File: src/rtl/multicycle_cla_adder.sv
// Multicycle adder: one K-bit carry-lookahead slice per clock, N/K cycles per operation.
// Define CLA_ADDER_SUB_EN to enable subtraction through the sub input.
module multicycle_cla_adder #(
    parameter int N = 8,
    parameter int K = 4
) (
    input  logic         clk,
    input  logic         rst,
    input  logic         start,
    input  logic [N-1:0] num1,
    input  logic [N-1:0] num2,
    input  logic         sub,
    output logic         busy,
    output logic         done,
    output logic [N:0]   result,
    output logic         overflow
);

    localparam int NS    = N / K;
    localparam int IDX_W = (NS > 1) ? $clog2(NS) : 1;

    typedef enum logic [1:0] {IDLE, RUN, DONE} state_t;

    state_t             state_q, state_d;
    logic [N-1:0]       a_q, a_d, b_q, b_d;
    logic [IDX_W-1:0]   idx_q, idx_d;
    logic               carry_q, carry_d;
    logic [N:0]         result_q, result_d;
    logic               overflow_q, overflow_d;

    logic [K-1:0]       sa, sb, sg, sp, ssum;
    logic [K:0]         sc;
    logic               pp, term, last, accept;
    logic [N-1:0]       b_new;
    logic               carry_new;

`ifdef CLA_ADDER_SUB_EN
    always_comb begin
        b_new     = sub ? ~num2 : num2;
        carry_new = sub;
    end
`else
    logic unused_sub;
    always_comb begin
        unused_sub = sub;
        b_new      = num2;
        carry_new  = 1'b0;
    end
`endif

    // Operand slice selected by the current slice index.
    always_comb begin
        sa = '0;
        sb = '0;
        for (int unsigned s = 0; s < NS; s++) begin
            if (idx_q == IDX_W'(s)) begin
                sa = a_q[s*K +: K];
                sb = b_q[s*K +: K];
            end
        end
        last = (idx_q == IDX_W'(NS - 1));
    end

    // Each carry is a flat sum of generate/propagate products, no ripple chain.
    always_comb begin
        sg    = sa & sb;
        sp    = sa ^ sb;
        sc    = '0;
        sc[0] = carry_q;
        pp    = 1'b0;
        term  = 1'b0;
        for (int unsigned j = 1; j <= K; j++) begin
            term = 1'b0;
            for (int unsigned m = 0; m < j; m++) begin
                pp = sg[m];
                for (int unsigned t = m + 1; t < j; t++) begin
                    pp = pp & sp[t];
                end
                term = term | pp;
            end
            pp = carry_q;
            for (int unsigned t = 0; t < j; t++) begin
                pp = pp & sp[t];
            end
            sc[j] = term | pp;
        end
        ssum = sp ^ sc[K-1:0];
    end

    always_comb begin
        state_d    = state_q;
        a_d        = a_q;
        b_d        = b_q;
        idx_d      = idx_q;
        carry_d    = carry_q;
        result_d   = result_q;
        overflow_d = overflow_q;
        accept     = 1'b0;

        unique case (state_q)
            IDLE: begin
                accept = start;
            end
            RUN: begin
                for (int unsigned s = 0; s < NS; s++) begin
                    if (idx_q == IDX_W'(s)) begin
                        result_d[s*K +: K] = ssum;
                    end
                end
                carry_d = sc[K];
                if (last) begin
                    result_d[N] = sc[K];
                    overflow_d  = sc[K-1] ^ sc[K];
                    state_d     = DONE;
                end else begin
                    idx_d = idx_q + 1'b1;
                end
            end
            DONE: begin
                accept  = start;
                state_d = IDLE;
            end
            default: state_d = IDLE;
        endcase

        if (accept) begin
            a_d     = num1;
            b_d     = b_new;
            idx_d   = '0;
            carry_d = carry_new;
            state_d = RUN;
        end
    end

    always_ff @(posedge clk) begin
        if (rst) begin
            state_q    <= IDLE;
            a_q        <= '0;
            b_q        <= '0;
            idx_q      <= '0;
            carry_q    <= 1'b0;
            result_q   <= '0;
            overflow_q <= 1'b0;
        end else begin
            state_q    <= state_d;
            a_q        <= a_d;
            b_q        <= b_d;
            idx_q      <= idx_d;
            carry_q    <= carry_d;
            result_q   <= result_d;
            overflow_q <= overflow_d;
        end
    end

    always_comb begin
        busy     = (state_q == RUN);
        done     = (state_q == DONE);
        result   = result_q;
        overflow = overflow_q;
    end

endmodule

File: config.mk
export PLATFORM = sky130hd
export DESIGN_NAME = multicycle_cla_adder
export DESIGN_NICKNAME = d
export VERILOG_FILES = /design/src/rtl/multicycle_cla_adder.sv
export SDC_FILE = /design/constraint.sdc
export NUM_CORES = 1
export LEC_CHECK = 0
export ABC_AREA = 1
export BUFFER_PORTS_ARGS = -buffer_cell sky130_fd_sc_hd__buf_4
export CAP_MARGIN = 20
export CORE_MARGIN = 5
export CORE_UTILIZATION = 55
export DETAILED_ROUTE_END_ITERATION = 8
export PLACE_DENSITY = 0.81
export SLEW_MARGIN = 10
export SYNTH_ARGS = -nofsm -noshare
export SYNTH_HDL_FRONTEND = slang
export SYNTH_SLANG_ARGS = --single-unit
File: constraint.sdc
create_clock -name clk -period 3.95 [get_ports clk]
set_input_delay 0.1975 -clock clk [delete_from_list [all_inputs] [get_ports clk]]
set_output_delay 0.1975 -clock clk [all_outputs]
set_load 0.02 [all_outputs]
Word level (Yosys, flattened, before mapping)
Index checks and enable logic that the tools add are counted.
{"block": "totals", "mem_bits_ro": 0, "ramBits": 0, "input_bits": 20, "mem_count": 0, "register_bits": 30, "out_inout_bits": 12, "latchBits": 0, "elab_cells": 55}
{"block": "op_classes", "addsub": 1, "order_cmp": 0, "div_mod_pow": 0, "mul": 0, "n_reduce_logical": 7, "muxes": 7, "n_eq_ne": 5, "bitwise_logic": 26, "n_shift": 0}
{"op": "bitwise AND 1 bit", "count": 10}
{"op": "OR 1 bit", "count": 10}
{"op": "two-way mux 4 bit", "count": 2}
{"op": "AND reduction 2 bit", "count": 4}
{"op": "XOR 4 bit", "count": 2}
{"op": "bitwise AND 4 bit", "count": 1}
{"op": "case mux 2 bit (2 select lines)", "count": 1}
{"op": "OR reduction 2 bit", "count": 2}
{"op": "two-way mux 1 bit", "count": 3}
{"op": "!= test 3 x 1 -> 1 bit, second input constant", "count": 1}
{"op": "equality test 2 x 1 -> 1 bit, second input constant", "count": 1}
{"op": "equality test 2 bit, second input constant", "count": 1}
{"op": "logical NOT 2 bit", "count": 1}
{"op": "two-way mux 2 bit", "count": 1}
{"op": "!= test 2 x 1 -> 1 bit, second input constant", "count": 1}
{"op": "!= test 2 bit, second input constant", "count": 1}
{"op": "inverter 1 bit", "count": 2}
{"op": "adder 1 bit, second input constant", "count": 1}
{"op": "XOR 1 bit", "count": 1}

Longest topological paths before layout
{"block": "logic_depth", "depth_word": 10, "mapped_depth": 14, "depth_no_buf": 12}

Least setup slack after synthesis
OpenSTA, ideal clock, no wires.
{"block": "synth_path", "path_kind": "register -> register", "startpoint": "register idx_q", "endpoint": "register result_q[2], in the netlist result[2]", "required_time_ns": 3.835, "n_path_buf": 2, "arrival_ns": 1.791, "period_less_slack_ns": 1.906, "stages_incl_launch_ff": 13, "setup_slack_ns": 2.044, "setup_ns": 0.115, "path_cell_list": "dfxtp_1 > buf_6 > inv_2 > buf_4 > nand2_1 > nand2_1 > ha_1 > ha_1 > nand2_1 > nand3b_1 > xor2_1 > o21ai_0 > inv_1"}
{"block": "synth_between", "elab_chain_cells": 6, "word_cells_on_any_way": 12, "cone_classes": "mux: 2; bitwise: 9; reduce/logical: 1"}
{"element": "from (decl)", "line": "26", "text": "logic [IDX_W-1:0] idx_q, idx_d;"}
{"element": "from (signal assigned)", "line": "148", "text": "idx_q <= idx_d;"}
{"element": "two-way mux 4 bit", "line": "56", "text": "if (idx_q == IDX_W'(s)) begin"}
{"element": "bitwise AND 4 bit or XOR 4 bit (tied branches)", "line": "66, 67"}
{"element": "bitwise AND 1 bit (on tied branches)", "line": "77, 83"}
{"element": "OR 1 bit or bitwise AND 1 bit (tied branches)", "line": "79, 83"}
{"element": "OR 1 bit", "line": "85", "text": "sc[j] = term | pp;"}
{"element": "XOR 4 bit", "line": "87", "text": "ssum = sp ^ sc[K-1:0];"}
{"element": "to (signal assigned)", "line": "150", "text": "result_q <= result_d;"}
{"element": "to (decl)", "line": "28", "text": "logic [N:0] result_q, result_d;"}
Parallel ways exist; a longest one is shown, timed or not.
A chain may end at the register's enable or synchronous reset.

Final worst setup path
Ends and elaborated chain as after synthesis.

==> impl_metrics.py <==
metrics = {
    "clocking": {
        "numCtsBuffers": 5,
        "clk_pin_slew_ps": 90,
        "htreeDepth": 2,
        "cts-root-buf": "clkbuf_4",
        "post_cts_buffers": 0,
        "cts_hold_buf": 0,
        "cts_tree": "done",
        "clock_latency_ps": 320,
        "clockBufferDepth": 2,
        "post_cts_resize_count": 0,
        "cts_sinks": 30,
    },
    "floorplanning": {
        "fp.dieH_um": 60.5,
        "die_w_um": 60.5,
        "start_util_pct": 57.1,
        "dieArea_um2": 3660,
        "io_pins": 32,
        "num_rows": 18,
        "core-area_um2": 2450,
    },
    "synth": {
        "ys_seq_elements": 30,
        "synthCells": 191,
        "syn_area_um2": 1400,
        "syn_area_per_cell_um2": 7.34,
        "ys.warnings.count": 0,
        "synth_top_area_cell": "dfxtp_1",
        "synth_top_area_share_pct": 42.9,
        "synth_area_leaders": "dfxtp_1 (43%), nand2_1 (11%), nor2_1 (11%), o21ai_0 (6.4%), ha_1 (4.5%)",
        "ys_seq_area_share_pct": 42.9,
        "synthesis.nets": 217,
        "ys_types": 23,
    },
    "pwr": {
        "pwr_density_cell_nw_per_um2": 390,
        "peakVddDrop_v": 0.000325,
        "finalPower_w": 0.000653,
        "power.leakage_nw": 0.844,
    },
    "outcome": {
        "status": "finished, final reports clean",
    },
    "route": {
        "drc_errors": 0,
        "vias": 1218,
        "routed_via_density": 4.83,
        "wl_um": 2700,
        "drt-wirelength-per-cell_um": 10.7,
        "first_pass_iters": 4,
        "drtIter0Drc": 25,
        "route.antenna.remaining_nets": 0,
    },
    "sta": {
        "setup_tns_ps": 0,
        "relSlewSlack_pct": 66.0,
        "setup_ws_ps": 1750,
        "rsz0062_at_grt": "false",
        "hold_ws_ps": 87.0,
        "skew_ps": 3.72,
        "slew_violations": 0,
        "tightest_slew_ps": 509,
        "timing.final.crit_share_pct": 55.6,
        "fin_crit_ps": 2200,
        "finalHoldViolations": 0,
        "finalSetupViolations": 0,
        "fmax_ghz": 0.455,
    },
    "grt": {
        "grt_max_degree": 22,
        "grt_pass1_vias": 1136,
        "antenna_found_initial": 0,
        "grt_overflow": 0,
        "grt_util_all_layers_pct": 17.0,
        "grt_pass1_wl_um": 4620,
    },
    "job": {
        "maxCapViolations": 0,
    },
    "critical_path": {
        "cp-start-kind": "register",
        "cp_max_fo": 11,
        "worstPathArrival_ps": 2420,
        "timing_worst_setup_path_type": "reg -> reg",
        "required_ps": 4170,
        "endpoint_kind": "register",
    },
    "placed_design": {
        "routabilityCongestion": 0.879,
        "port_buffers": 30,
        "dp_hpwl_um": 2050,
        "place_ws_ps": 1770,
    },
    "layout": {
        "drive_gt1_share_pct": 20.3,
        "finish.utilization_pct": 68.2,
        "fill_cells": 226,
        "n_antenna_cell": 0,
        "area_growth_pct": 19.5,
        "nets": 247,
    },
    "worst_hold_path": {
        "hp-class": "in -> reg",
    },
}
-- cells in the final DEF, fill, tap and decap left out --
cell type	instances
xor2_1	2
clkinv_2	1
nand3b_1	2
a21oi_1	7
clkbuf_4	5
buf_4	30
nand4_1	1
inv_1	14
o21a_1	3
nand2_4	2
nand3_1	10
clkbuf_1	1
nand2_1	42
clkbuf_8	1
ha_1	5
o21ai_0	18
nand2_2	1
fa_1	1
inv_2	3
nor2_1	40
nor2_8	1
inv_4	1
o21ai_1	1
dfxtp_1	30
-- layout make-up --
class / count / area, um^2 / share of cell area [%]
clock buffer: 7 / 55.1 / 3.29
tap: 30 / 37.5 / 2.24
inverter: 18 / 70.1 / 4.19
sequential: 30 / 601 / 35.9
timing repair buffer: 30 / 225 / 13.5
clock inverter: 1 / 5.00 / 0.299
multi-input combinational: 136 / 681 / 40.7
-- synth_stat cells --
library cell / n
buf_2: 3
ha_1: 5
inv_4: 1
nand4_1: 1
fa_1: 1
dfxtp_1: 30
nand2_2: 1
nand3_1: 10
buf_6: 2
clkbuf_2: 1
o21a_1: 3
nor2_8: 1
nand3b_1: 2
nand2_1: 42
nand2_4: 2
buf_4: 1
xor2_1: 2
o21ai_0: 18
inv_2: 3
o21ai_1: 1
a21oi_1: 7
nor2_1: 40
inv_1: 14
-- sequential cells by signal (all words and copies together) (netlist names) --
signal    count
b_q           8
a_q           8
carry_q       1
result        9
overflow      1
state_q       2
idx_q         1
-- report_power, final --
group / internal (W) / switching, W
Clock: 0.0000861 / 0.0000999
Sequential: 0.000324 / 0.0000136
Combinational: 0.0000536 / 0.0000752
-- metal layers --
layer	wire (um)	share of wire [%]	track usage (%)
met3	178	6.6	5.32
met5	0	0	0
met1	1180	44	18.8
met2	1290	48	29.3
met4	54	2.0	8.36
-- worst paths after layout --
check | cells after the start | startpoint | endpoint | slack, ps
setup / recovery | 10 | idx_q | result[2] | 1750
hold / removal | 2 | rst | result[5] | 90
setup reg to reg | 10 | idx_q | result[2] | 1750
hold reg to reg | 2 | result[0] | result[0] | 470
-- worst max-delay path, stage by stage, from the launching register on --
cell      delay [ps]
dfxtp_1          610
inv_2            200
nand2_1          100
nand2_1          110
ha_1             320
ha_1             200
nand2_1           70
nand3b_1         100
xor2_1           170
o21ai_0          170
inv_1             50
-- cell families (layout without fill, tap and decap cells) --
logic type | Yosys count | after routing | share of synthesized area (%)
XOR/XNOR | 2 | 2 | 1.25
AO/OA/AOI/OAI | 29 | 29 | 10.9
AND/OR/NAND/NOR | 99 | 99 | 30.5
flip-flops | 30 | 30 | 42.9
buffers and inverters | 25 | 56 | 8.57
adder cells (fa/ha/maj) | 6 | 6 | 5.89
-- metrics by stage --
step | cells | cell area, um^2
global route | 252 | 1670
floorplan | 191 | 1400
finish | 252 | 1670
CTS | 252 | 1670
global placement | 244 | 1610
detailed placement | 244 | 1610
(Power assumes the default switching activity.)
